File: src/rtl/snake_game_ctrl_pkg.sv
// Shared codes for the snake game blocks.
// State, collision and direction encodings plus a score helper.
package snake_game_ctrl_pkg;

  localparam logic [1:0] GS_IDLE = 2'b00;
  localparam logic [1:0] GS_PLAY = 2'b01;
  localparam logic [1:0] GS_OVER = 2'b11;

  localparam logic [1:0] COLL_NONE  = 2'b00;
  localparam logic [1:0] COLL_FATAL = 2'b01;
  localparam logic [1:0] COLL_APPLE = 2'b10;

  typedef enum logic [2:0] {
    DIR_IDLE  = 3'b000,
    DIR_UP    = 3'b001,
    DIR_DOWN  = 3'b010,
    DIR_LEFT  = 3'b011,
    DIR_RIGHT = 3'b100
  } dir_e;

  function automatic logic [7:0] sat_inc8(input logic [7:0] v);
    return (v == 8'hFF) ? v : v + 8'd1;
  endfunction

endpackage

File: src/rtl/snake_game_ctrl_frame_divider.sv
// Counts frame_end ticks modulo N; o_term flags the last count.
// Sync clear has priority over the tick.
module snake_game_ctrl_frame_divider #(
  parameter int N = 8
) (
  input  logic clk,
  input  logic reset,
  input  logic i_clr,
  input  logic i_tick,
  output logic o_term
);

  localparam int CW = (N > 1) ? $clog2(N) : 1;
  localparam logic [CW-1:0] L_LAST = CW'(N - 1);

  logic [CW-1:0] r_cnt;
  logic          w_term;

  assign w_term = (r_cnt == L_LAST);
  assign o_term = w_term;

  always_ff @(posedge clk) begin
    if (reset || i_clr) begin
      r_cnt <= '0;
    end else if (i_tick) begin
      r_cnt <= w_term ? '0 : r_cnt + 1'b1;
    end
  end

endmodule

File: src/rtl/snake_game_ctrl.sv
// Game-state / collision controller beside the snake renderer.
// Accumulates per-frame hit flags, decides at frame_end.
import snake_game_ctrl_pkg::*;

module snake_game_ctrl #(
  parameter int H_ACTIVE        = 640,
  parameter int V_ACTIVE        = 480,
  parameter int BORDER          = 10,
  parameter int FRAMES_PER_MOVE = 8,
  parameter int OVER_FRAMES     = 120,
  parameter int BIT             = 10
) (
  input  logic           clk,
  input  logic           reset,
  input  logic [BIT-1:0] i_x_pos,
  input  logic [BIT-1:0] i_y_pos,
  input  logic           i_frame_end,
  input  logic           i_start,
  input  logic           i_head_active,
  input  logic           i_body_active,
  input  logic           i_apple_active,
  output logic           o_update,
  output logic [1:0]     o_collision,
  output logic [1:0]     o_game_state,
  output logic [7:0]     o_score
);

  localparam logic [BIT-1:0] L_LO  = BIT'(BORDER);
  localparam logic [BIT-1:0] L_XHI = BIT'(H_ACTIVE - BORDER);
  localparam logic [BIT-1:0] L_YHI = BIT'(V_ACTIVE - BORDER);

  logic [1:0] r_state;
  logic [1:0] r_coll;
  logic       r_upd;
  logic [7:0] r_score;
  logic       r_hit_body;
  logic       r_hit_apple;
  logic       r_hit_wall;

  logic w_play;
  logic w_idle;
  logic w_over;
  logic w_in_wall;
  logic w_c_body;
  logic w_c_apple;
  logic w_c_wall;
  logic w_body;
  logic w_apple;
  logic w_wall;
  logic w_fatal;
  logic w_start_go;
  logic w_move_tick;
  logic w_move_clr;
  logic w_move_term;
  logic w_over_tick;
  logic w_over_clr;
  logic w_over_term;

  assign w_play = (r_state == GS_PLAY);
  assign w_idle = (r_state == GS_IDLE);
  assign w_over = (r_state == GS_OVER);

  assign w_in_wall = (i_x_pos <  L_LO)  ||
                     (i_x_pos >= L_XHI) ||
                     (i_y_pos <  L_LO)  ||
                     (i_y_pos >= L_YHI);

  assign w_c_body  = w_play & i_head_active & i_body_active;
  assign w_c_apple = w_play & i_head_active & i_apple_active;
  assign w_c_wall  = w_play & i_head_active & w_in_wall;

  // include the frame_end pixel itself in the decision
  assign w_body  = r_hit_body  | w_c_body;
  assign w_apple = r_hit_apple | w_c_apple;
  assign w_wall  = r_hit_wall  | w_c_wall;
  assign w_fatal = w_body | w_wall;

  always_ff @(posedge clk) begin
    if (reset || i_frame_end) begin
      r_hit_body  <= 1'b0;
      r_hit_apple <= 1'b0;
      r_hit_wall  <= 1'b0;
    end else begin
      r_hit_body  <= w_body;
      r_hit_apple <= w_apple;
      r_hit_wall  <= w_wall;
    end
  end

  assign w_start_go  = i_frame_end & w_idle & i_start;
  assign w_move_tick = i_frame_end & w_play & ~w_fatal & ~w_apple;
  assign w_move_clr  = w_start_go;
  assign w_over_tick = i_frame_end & w_over;
  assign w_over_clr  = i_frame_end & w_play & w_fatal;

  snake_game_ctrl_frame_divider #(
    .N(FRAMES_PER_MOVE)
  ) u_move_div (
    .clk   (clk),
    .reset (reset),
    .i_clr (w_move_clr),
    .i_tick(w_move_tick),
    .o_term(w_move_term)
  );

  snake_game_ctrl_frame_divider #(
    .N(OVER_FRAMES)
  ) u_over_div (
    .clk   (clk),
    .reset (reset),
    .i_clr (w_over_clr),
    .i_tick(w_over_tick),
    .o_term(w_over_term)
  );

  always_ff @(posedge clk) begin
    if (reset) begin
      r_state <= GS_IDLE;
      r_coll  <= COLL_NONE;
      r_upd   <= 1'b0;
      r_score <= 8'd0;
    end else begin
      r_coll <= COLL_NONE;
      r_upd  <= 1'b0;
      if (i_frame_end) begin
        unique case (1'b1)
          w_idle: begin
            if (i_start) begin
              r_state <= GS_PLAY;
              r_score <= 8'd0;
            end
          end
          w_play: begin
            if (w_fatal) begin
              r_state <= GS_OVER;
              r_coll  <= COLL_FATAL;
            end else if (w_apple) begin
              r_coll  <= COLL_APPLE;
              r_score <= sat_inc8(r_score);
            end else begin
              r_upd <= w_move_term;
            end
          end
          w_over: begin
            if (w_over_term) r_state <= GS_IDLE;
          end
          default: r_state <= GS_IDLE;
        endcase
      end
    end
  end

  assign o_update     = r_upd;
  assign o_collision  = r_coll;
  assign o_game_state = r_state;
  assign o_score      = r_score;

endmodule

File: config.mk
export PLATFORM = sky130hd
export DESIGN_NAME = snake_game_ctrl
export DESIGN_NICKNAME = d
export VERILOG_FILES = /design/src/rtl/snake_game_ctrl_pkg.sv /design/src/rtl/snake_game_ctrl_frame_divider.sv /design/src/rtl/snake_game_ctrl.sv
export SDC_FILE = /design/constraint.sdc
export NUM_CORES = 1
export LEC_CHECK = 0
export CELL_PAD_IN_SITES_DETAIL_PLACEMENT = 0
export CELL_PAD_IN_SITES_GLOBAL_PLACEMENT = 1
export CORE_ASPECT_RATIO = 1.5
export CORE_MARGIN = 8
export CORE_UTILIZATION = 27
export CTS_CLUSTER_SIZE = 30
export DETAILED_ROUTE_END_ITERATION = 8
export GPL_ROUTABILITY_DRIVEN = 0
export GPL_TIMING_DRIVEN = 0
export HOLD_SLACK_MARGIN = 0.06
export PLACE_DENSITY_LB_ADDON = 0.1
export SYNTH_ARGS = -nofsm -noshare
export SYNTH_HDL_FRONTEND = slang
export SYNTH_SLANG_ARGS = --single-unit
File: constraint.sdc
create_clock -name clk -period 1.65 [get_ports clk]
set_input_delay 0.33 -clock clk [delete_from_list [all_inputs] [get_ports clk]]
set_output_delay 0.33 -clock clk [all_outputs]
set_load 0.1 [all_outputs]
==> results by stage, run 1 <==
Outcome:
- The run finished with clean final reports.

Synth:
- Summing the areas of all compound-gate instances in the mapped netlist gives 24.5% of the synthesized area.
- The post-synthesis async set-or-reset flop share is 0%.
- The count of flip-flops with a built-in enable after synthesis is 0.
- After synthesis, the mean cell area works out to approximately 8.4 µm².
- In the synthesized netlist, the number of instances is 170.
- Yosys attributes the largest share of cell area to sky130_fd_sc_hd__dfxtp_1, sky130_fd_sc_hd__nand2_1, sky130_fd_sc_hd__nor2_1.
- The Yosys step of the flow raised 0 warnings.
- The synthesized netlist contains 46 unique library cells.
- The count of state elements after synthesis is 26.
- When the netlist entered floorplanning its net count stood at approximately 200.
- In the synthesized netlist, mux cells make up under 10% of the area.
- The synthesized design devotes to its leading area cell type between 30% and 40% of total area.
- After Yosys synthesis, XOR and XNOR cells account for 0.616% of the synthesized area.
- The arithmetic-cell share of the synthesized area counting full adders, half adders and majority gates is under 10%.
- The simple-gate share of the synthesized area is about 30%.
- The part of the Yosys area used for sequential elements is 36.6%.
- The most frequently used flop master after synthesis is sky130_fd_sc_hd__dfxtp_1.
- The main combinational cell family by area after synthesis is simple AND/OR/NAND/NOR gates.
- The synthesized cell area is 1420 µm².
- The cell type with the highest aggregate area in the netlist is sky130_fd_sc_hd__dfxtp_1.

Worst setup path:
- The biggest fanout along the worst timing path is 7.
- The longest individual stage delay on the worst path is 380 ps.
- The data required time of the critical path is between 1500 and 2000 ps.
- The kind of cell with the highest combined delay on the critical path is simple AND/OR/NAND/NOR gates.
- The critical path arrival is between 1500 and 2000 ps.
- The number of buffer and inverter stages on the critical path is 1.
- The critical path endpoint category is a register.
- Walking the worst path, the cells encountered are nor2b_4 -> buf_6 -> nand2_4 -> nor2_4 -> o21a_4 -> nand3_1 -> a32o_1.
- The critical setup path kind is reg2reg.
- The worst setup path is launched from a register.
- The critical path's slowest cell is sky130_fd_sc_hd__dfxtp_4.

Place:
- The placed wire-length estimate after detailed placement is 3220 µm.
- The cell total after placement is 275.
- The count of buffers added on input and output ports is 37.

Die:
- The total number of placement rows is 32.
- The region available for standard cell placement spans 5120 µm².
- The horizontal die dimension is 75.3 µm.
- The initial core utilization is 27.8%.
- The die span in y is approximately 100 µm.
- The number of top-level pins is 40.
- The area of the die is just under 8000 µm².

Global route:
- The number of global-route vias before repair is 1484.
- The global-route total usage across every layer is 11.2%.
- The final global-route overflow total is 0.
- The initial antenna violation count came to 0.
- The first global-routing pass estimated 7180 µm of wire.
- Entering global routing, the biggest net connects 16 pins.

Power and ir drop:
- The power per unit of standard cell area is 662 nW/µm².
- The static leakage is 0.793 nW.
- The maximum vdd drop is between 0.3 and 0.4 mV.

Drt:
- The number of DRC violations after detailed-routing iteration 0 is 43.
- In the routed layout, each cell is associated on average with a via count of 5.13.
- In the routed design, unresolved DRC markers number 0.
- The number of nets still failing antenna checks after routing is 0.
- The total detailed-routing wirelength is 4360 µm.
- The routed wire length per instance is 15.0 µm.
- The total number of vias is ~1500.
- The number of detailed-routing iterations run before antenna repair is 4.

Run:
- The max-capacitance violation count is 0.

Finish:
- Leaving out fill and tap cells, the most frequent cell in the layout is sky130_fd_sc_hd__nand2_1.
- The number of standard cells in the final layout excluding fillers is ~290.
- Relative to the synthesized area, the layout overhead comes to 56.1%.
- The total of fill cells in the finished design is 571.
- The library cells used most frequently in the layout, excluding fill and tap cells, are sky130_fd_sc_hd__nand2_1, sky130_fd_sc_hd__nor2_1, sky130_fd_sc_hd__dfxtp_1, sky130_fd_sc_hd__dlygate4sd2_1, sky130_fd_sc_hd__clkdlybuf4s15_2.
- The final-stage net count is 255.
- The fraction of layout instances using a drive strength above 1 is 37.7%.
- At the end of the flow the core is filled with cells to a little over two fifths.
- The number of antenna diodes is 0.

Timing:
- The worst setup skew after layout is 1.91 ps.
- Setup repair after global routing could not meet its margin everywhere.
- The number of failing hold endpoints at the final stage is 0.
- The maximum clock rate is approximately 620 MHz.
- Of the available clock period, the critical path in the final layout requires 97.1%.
- For the pin with the worst max-slew slack, the measured transition is 555 ps.
- The count of pins over their slew limit is 0.
- The relative slew slack is 63.2%.
- The final setup violation count is 0.
- The clock period minus final worst setup slack is 1600 ps.

CTS:
- In this run, post-CTS hold repair placed 0 buffers.
- Clock tree synthesis selected as its root buffer the cell sky130_fd_sc_hd__clkbuf_8.
- The later pin in the worst-skew pair is clocked with a latency of 270 ps.
- The TritonCTS clock tree is done.
- In this run the number of H-tree levels came out at 1.
- The number of clock buffers added by TritonCTS is 3.
- The post-CTS clock slew at the launch and capture registers of the worst setup and hold paths is 90 ps.
- The maximum count of clock buffers along a single path is 2.
- The tree built by TritonCTS fans out to 26 sinks.

Hold path:
- The class of the tightest hold or removal check is in2reg.
==> synthesized netlist by cell type (2+ instances only) <==
| cell type | number |
|---|---|
| sky130_fd_sc_hd__clkbuf_1 | 2 |
| sky130_fd_sc_hd__a32o_1 | 6 |
| sky130_fd_sc_hd__o21ai_0 | 6 |
| sky130_fd_sc_hd__a21oi_1 | 9 |
| sky130_fd_sc_hd__nor2_1 | 20 |
| sky130_fd_sc_hd__nor4_1 | 4 |
| sky130_fd_sc_hd__or3_1 | 2 |
| sky130_fd_sc_hd__o21ai_1 | 2 |
| sky130_fd_sc_hd__dfxtp_1 | 26 |
| sky130_fd_sc_hd__nor2b_1 | 2 |
| sky130_fd_sc_hd__nor3_1 | 9 |
| sky130_fd_sc_hd__nand4_1 | 3 |
| sky130_fd_sc_hd__nand2_1 | 22 |
| sky130_fd_sc_hd__or2_2 | 2 |
| sky130_fd_sc_hd__mux2i_1 | 4 |
| sky130_fd_sc_hd__a31oi_1 | 4 |
| sky130_fd_sc_hd__ha_1 | 4 |
| sky130_fd_sc_hd__nand3_1 | 12 |
| sky130_fd_sc_hd__a31o_2 | 2 |
| sky130_fd_sc_hd__inv_1 | 3 |
==> logic make-up (layout without fill, tap and decap cells) <==
group,after synthesis,after routing
simple gates,84,84
fa+ha+maj,4,4
compound gates,45,45
buf+inv,6,59
flops,26,26
xor+xnor,1,1
mux,4,4
==> through the flow <==
step	setup slack (ps)	cell area, µm²	power [mW]	hold WS, ps	setup TNS (ps)
after floorplan	-55.8	1490	0.802	453	-308
after global placement	-576	1940	0.909	459	-12560
after detailed placement	-589	1940	0.912	474	-13200
after CTS	0.598	2080	1.46	499	0
after global routing	-50.6	2220	1.55	498	-206
final	48.6	2220	1.47	438	0
==> flip-flops by register name, indices dropped and copies added (netlist names) <==
register,cells
o_collision,2
o_game_state,2
o_score,8
o_update,1
r_hit_apple,1
r_hit_body,1
r_hit_wall,1
u_move_div.r_cnt,3
u_over_div.r_cnt,7
==> area by class of cell <==
class	count	area [µm²]	area share (%)
Clock buffer	3	41.3	1.86
Sequential cell	26	553	24.9
Timing Repair Buffer	49	444	20.0
Inverter	3	11.3	0.507
Clock inverter	1	30.0	1.35
Multi-Input combinational cell	138	1040	46.7
Buffer	3	18.8	0.845
Tap cell	68	85.1	3.83
==> worst register-to-register path, stage by stage (launching register included) <==
cell                      delay [ps]
sky130_fd_sc_hd__dfxtp_4         380
sky130_fd_sc_hd__nor2b_4         230
sky130_fd_sc_hd__buf_6           140
sky130_fd_sc_hd__nand2_4          70
sky130_fd_sc_hd__nor2_4          160
sky130_fd_sc_hd__o21a_4          190
sky130_fd_sc_hd__nand3_1          80
sky130_fd_sc_hd__a32o_1          260
==> power breakdown <==
part	total (mW)	internal, mW	switching [mW]	leakage (nW)
Combinational	0.296	0.125	0.171	0.540
Sequential	0.636	0.626	0.00974	0.218
Clock	0.538	0.325	0.213	0.0357
==> metal layers <==
metal / vias to the layer above / track usage (%) / routed length (µm)
met3: 4 / 2.78 / 252
met2: 29 / 20.1 / 2360
li1: 747 / - / -
met1: 712 / 12.4 / 1720
met4: 0 / 2.49 / 28
met5: - / 0 / 0
==> worst paths after layout <==
check	slack [ps]	end	start	cells after the start
setup / recovery	50	o_score[6]$_SDFFE_PP0P_	o_game_state[0]$_SDFFE_PP0P_	7
hold / removal	440	r_hit_body$_SDFF_PP0_	i_body_active	3
setup reg to reg	50	o_score[6]$_SDFFE_PP0P_	o_game_state[0]$_SDFFE_PP0P_	7
hold reg to reg	490	u_over_div.r_cnt[1]$_SDFFE_PP0P_	u_over_div.r_cnt[1]$_SDFFE_PP0P_	2
==> repair_timing <==
action / in CTS / in global routing
hold endpoints to repair: 0 / 0
pin swaps: 14 / 16
gates resized for setup: 72 / 29
buffers inserted: 3 / 9
setup endpoints to repair: 36 / 23
(Power assumes the default switching activity.)
==> run 2: changes to the inputs <==
--- a/config.mk
+++ b/config.mk
@@ -5,6 +5,7 @@
 export SDC_FILE = /design/constraint.sdc
 export NUM_CORES = 1
 export LEC_CHECK = 0
+export CAP_MARGIN = 0
 export CELL_PAD_IN_SITES_DETAIL_PLACEMENT = 0
 export CELL_PAD_IN_SITES_GLOBAL_PLACEMENT = 1
 export CORE_ASPECT_RATIO = 1.5
==> results of run 2 <==
The final DEF is identical to that of run 1; final timing and power are the same.
==> variant 1 (flow settings as in run 2) <==
Register the input `i_x_pos` before use, cleared by the reset. The logic sees it one clock later. The other inputs are not delayed to match.
--- a/src/rtl/snake_game_ctrl.sv
+++ b/src/rtl/snake_game_ctrl.sv
@@ -30,2 +30,12 @@
   localparam logic [BIT-1:0] L_YHI = BIT'(V_ACTIVE - BORDER);
+
+  logic [BIT-1:0] i_x_pos_q;
+
+  always_ff @(posedge clk) begin
+    if (reset) begin
+      i_x_pos_q <= '0;
+    end else begin
+      i_x_pos_q <= i_x_pos;
+    end
+  end
 
@@ -62,4 +72,4 @@
 
-  assign w_in_wall = (i_x_pos <  L_LO)  ||
-                     (i_x_pos >= L_XHI) ||
+  assign w_in_wall = (i_x_pos_q <  L_LO)  ||
+                     (i_x_pos_q >= L_XHI) ||
                      (i_y_pos <  L_LO)  ||
Behaviour: not the same (a bounded check fails within 4 cycles, from zero or initial values and one cycle with reset high).
==> variant 1 against run 2 <==
The flow now finishes with violations (setup timing); synthesized cell count grew 12%; final area grew 10%; sequential power grew 38%; setup slack lost 170 ps; routed wire length grew 11%; total power grew 20%; sequential cell count grew 9; area after synthesis grew 14%; via count grew 6.0%; die area grew 12%; critical path type is now primary input to register.
==> variant 1: results (changes against run 2) <==
vias in the first global route=1678 (was 1484); hpwl dp=3.45 mm (was 3.22 mm); placed insts=298 (was 275); Max Fanout on Critical Path=2 (was 7); NumNets Final=280 (was 255); Pleak=0.903 nW (was 0.793 nW); reg2reg start=r_hit_body$_SDFF_PP0_ (was o_game_state[0]$_SDFFE_PP0P_); vias per cell=4.91 (was 5.13); final setup violation count=10 (was 0); first-pass GRT wire length=8.14 mm (was 7.18 mm); DR iter-0 viols=39 (was 43); clock buffer count from CTS=5 (was 3); Sw Ratio=26.9% (was 26.8%); all-layer global routing usage=11.5% (was 11.2%); routed wire length=4.83 mm (was 4.36 mm); Worst Setup SP=i_y_pos[9] (was o_game_state[0]$_SDFFE_PP0P_); register area share after synthesis=43.1% (was 36.6%); layout cells sized above 1=32.8% (was 37.7%); r2r setup slk=-100 ps (was 50 ps); Avg Inst Size Synth=8.56 um2 (was 8.37 um2); Hold WS=477 ps (was 438 ps); max_slew headroom=62.9% (was 63.2%); post-route setup slack=-122 ps (was 48.6 ps); Worst Hold Launch=u_over_div.r_cnt[1]$_SDFFE_PP0P_ (was i_body_active); outcome=complete, but fails checks (was completed); synth top area cells=dfxtp_1 43%, nor2_1 5.5%, a21oi_1 4.3% (was dfxtp_1 37%, nand2_1 5.8%, nor2_1 5.3%); Port-buffer cells=36 (was 37); min-delay worst type=register to register (was primary input to register); number of flip-flops under the largest register name=9 (was 8); failing checks=setup timing; Worst path slowest cell=or4_1 (was dfxtp_4); Worst VDD drop=289 uV (was 372 uV); routed len/inst=15.0 um (about the same); fillers=615 (was 571)
-- variant 1: cell count changes after synthesis, sizes merged, moves of 6 or more --
cell           run 2  this run
dfxtp             26        35
nor2b              3        11
a32o               6         0
nand2             23        15
o21ai              8        17
o211ai             0         6
-- variant 1: worst min-delay path: stages, from the launching register on --
cell and delay [ps]:
dfxtp_1 330, nand2_1 60, a21oi_1 50
-- variant 1: path summary, 6_finish.rpt --
path,endpoint,depth (start not counted)
setup / recovery,u_move_div.r_cnt[0]$_SDFFE_PP0P_,6
hold / removal,u_over_div.r_cnt[1]$_SDFFE_PP0P_,2
setup reg to reg,u_move_div.r_cnt[0]$_SDFFE_PP0P_,4
hold reg to reg,u_over_div.r_cnt[1]$_SDFFE_PP0P_,2
-- variant 1: power by group through the flow --
| stage | clock network, W | logic (W) | registers [W] |
|---|---|---|---|
| final | 0.000587 | 0.000302 | 0.000877 |
| after global routing | 0.000680 | 0.000328 | 0.000879 |
| after CTS | 0.000626 | 0.000299 | 0.000873 |
| after detailed placement | 0 | 0.000252 | 0.000896 |
| after global placement | 0 | 0.000253 | 0.000896 |
| after floorplan | 0 | 0.000120 | 0.000919 |
-- variant 1: metal layers --
layer / global-route usage [%] / wire [um] / share of wire [%]
met1: 12.9 / 2090 / 43
met2: 20.0 / 2470 / 51
met4: 3.35 / 62 / 1.3
met3: 3.25 / 199 / 4.1
met5: 0 / 0 / 0
-- variant 1: cell type report --
| cell class | count | area, um2 | share of cell area, % |
|---|---|---|---|
| Sequential cell | 35 | 727 | 29.7 |
| Multi-Input combinational cell | 149 | 1070 | 43.6 |
| Inverter | 2 | 7.51 | 0.307 |
| Tap cell | 72 | 90.1 | 3.68 |
| Clock buffer | 7 | 76.3 | 3.12 |
| Clock inverter | 1 | 5.00 | 0.204 |
| Buffer | 4 | 16.3 | 0.665 |
| Timing Repair Buffer | 52 | 459 | 18.8 |
-- variant 1: metrics by stage --
stage	instance area, um2	setup WS, ps	TNS [ps]
after global placement	2140	-707	-15080
final	2450	-122	-679
after global routing	2450	-172	-1510
after detailed placement	2140	-674	-14640
after floorplan	1690	-136	-1000
after CTS	2420	-121	-541
-- variant 1: kinds of logic after synthesis --
family,count (synthesis),share of synthesized area (%)
buffers and inverters,6,1.38
AO/OA/AOI/OAI,57,23.3
AND/OR/NAND/NOR,84,27.0
adder cells (fa/ha/maj),4,3.08
flip-flops,35,43.1
XOR/XNOR,4,2.15
-- variant 1: what timing repair did --
action / CTS / global route
pin swaps: 12 / 9
hold endpoints to repair: 0 / 0
resized for setup: 74 / 18
setup endpoints to repair: 32 / 24
setup buffers: 15 / 1
==> variant 2 (flow settings as in run 2) <==
Without the edit above. The parameter `FRAMES_PER_MOVE` goes from 8 to 16.
--- a/src/rtl/snake_game_ctrl.sv
+++ b/src/rtl/snake_game_ctrl.sv
@@ -8,3 +8,3 @@
   parameter int BORDER          = 10,
-  parameter int FRAMES_PER_MOVE = 8,
+  parameter int FRAMES_PER_MOVE = 16,
   parameter int OVER_FRAMES     = 120,
Function: changed (Yosys sat finds a counterexample within 10 cycles, from zero or initial values and one cycle with reset high).
==> variant 2 against run 2 <==
The run now ends with setup timing left; die area fell by 2.3%; final area barely moved; sequential cell count rose by 1; area after synthesis fell by 2.8%; sequential share of layout area rose by 0.66 points; total power fell by 11%; routed wire length fell by 3.2%; clock skew rose by 1.7 ps; setup slack got worse by 460 ps; critical path type unchanged; critical endpoint is now o_score[4]$_SDFFE_PP0P_; highest routed layer unchanged.
==> variant 2: results (changes against run 2) <==
multiplexer share of the synthesized area=1.45% (was 2.81%); worst slack, placed=-889 ps (was -589 ps); layout cells sized above 1=44.8% (was 37.7%); Post-Synth Adder-Cell Area=2.71% (was 3.52%); post-CTS sizing=101 (was 72); Avg Inst Size Synth=8.28 um2 (was 8.37 um2); grt met1 use=11.1% (was 12.4%); fillers=552 (was 571); all-layer global routing usage=10.4% (was 11.2%); Port-buffer cells=36 (was 37); final setup violation count=10 (was 0); NumNets Final=263 (was 255); Pleak=0.790 nW (was 0.793 nW); reg2reg start=o_game_state[1]$_SDFFE_PP0P_ (was o_game_state[0]$_SDFFE_PP0P_); Worst path slowest cell=or4_1 (was dfxtp_4); routed wire length=4.22 mm (was 4.36 mm); post-route setup slack=-414 ps (was 48.6 ps); Setup Buffers After CTS=16 (was 3); hpwl dp=2.99 mm (was 3.22 mm); Post-synth top cells=27 x dfxtp_1, 18 x nor2_1, 17 x nand2_1 (was 26 x dfxtp_1, 22 x nand2_1, 20 x nor2_1); Data buffer area share=23.8% (was 20.8%); FFs & Latches=27 (was 26); Hold Path End=o_score[5]$_SDFFE_PP0P_ (was r_hit_body$_SDFF_PP0_); inverters=4 (was 3); complex-gate fraction of the synthesized area=21.8% (was 24.5%); multi-input gates=132 (was 138); Unique masters post-synth=47 (was 46); vias in the first global route=1492 (was 1484); fraction of area in multi-input gates=44.0% (was 46.7%); DP Area=1870 um2 (was 1940 um2); met2 routed WL=2.19 mm (was 2.36 mm); met3 wire length=223 um (was 252 um); final setup TNS=-2770 ps (was 0 ps); first-pass GRT wire length=6.62 mm (was 7.18 mm); Hold WS=484 ps (was 438 ps); failing checks=setup timing; Net Count, Synth=197 (was 201); r2r endpoint=o_score[4]$_SDFFE_PP0P_ (was o_score[6]$_SDFFE_PP0P_); vias per cell=5.02 (was 5.13); clk cell area share=2.08% (was 3.21%); DR iter-0 viols=60 (was 43); min-delay worst type=register to register (was primary input to register); outcome=complete, but fails checks (was completed); placed insts=271 (was 275); Worst Hold Launch=o_score[5]$_SDFFE_PP0P_ (was i_body_active); GR Util met2=18.8% (was 20.1%); Max Fanout on Critical Path=6 (was 7); M3 GR Usage=2.99% (was 2.78%); count of non-CTS buffers in the layout=65 (was 52); Critical Path AT=2280 ps (was 1770 ps); Worst VDD drop=298 uV (was 372 uV); Worst R2R Path Depth=8 (was 7)
==> variant 2: worst max path at each step <==
stage                                       from                          endpoint  slack (ps)  cells past startpoint
finish              o_game_state[1]$_SDFFE_PP0P_           o_score[4]$_SDFFE_PP0P_        -410                      8
global placement                      i_x_pos[1]  u_over_div.r_cnt[5]$_SDFFE_PP0P_        -850                      8
global route        o_game_state[1]$_SDFFE_PP0P_           o_score[4]$_SDFFE_PP0P_        -480                      8
floorplan                o_score[1]$_SDFFE_PP0P_           o_score[4]$_SDFFE_PP0P_        -470                      9
detailed placement                    i_x_pos[2]  u_over_div.r_cnt[6]$_SDFFE_PP0P_        -890                      8
CTS                      o_score[1]$_SDFFE_PP0P_           o_score[4]$_SDFFE_PP0P_        -400                      9
==> variant 2: power by group <==
group | switching (W) | total (W) | internal [W]
Sequential | 0.0000127 | 0.000667 | 0.000654
Clock | 0.000217 | 0.000386 | 0.000169
Combinational | 0.000137 | 0.000250 | 0.000113
Total | 0.000366 | 0.00130 | 0.000937
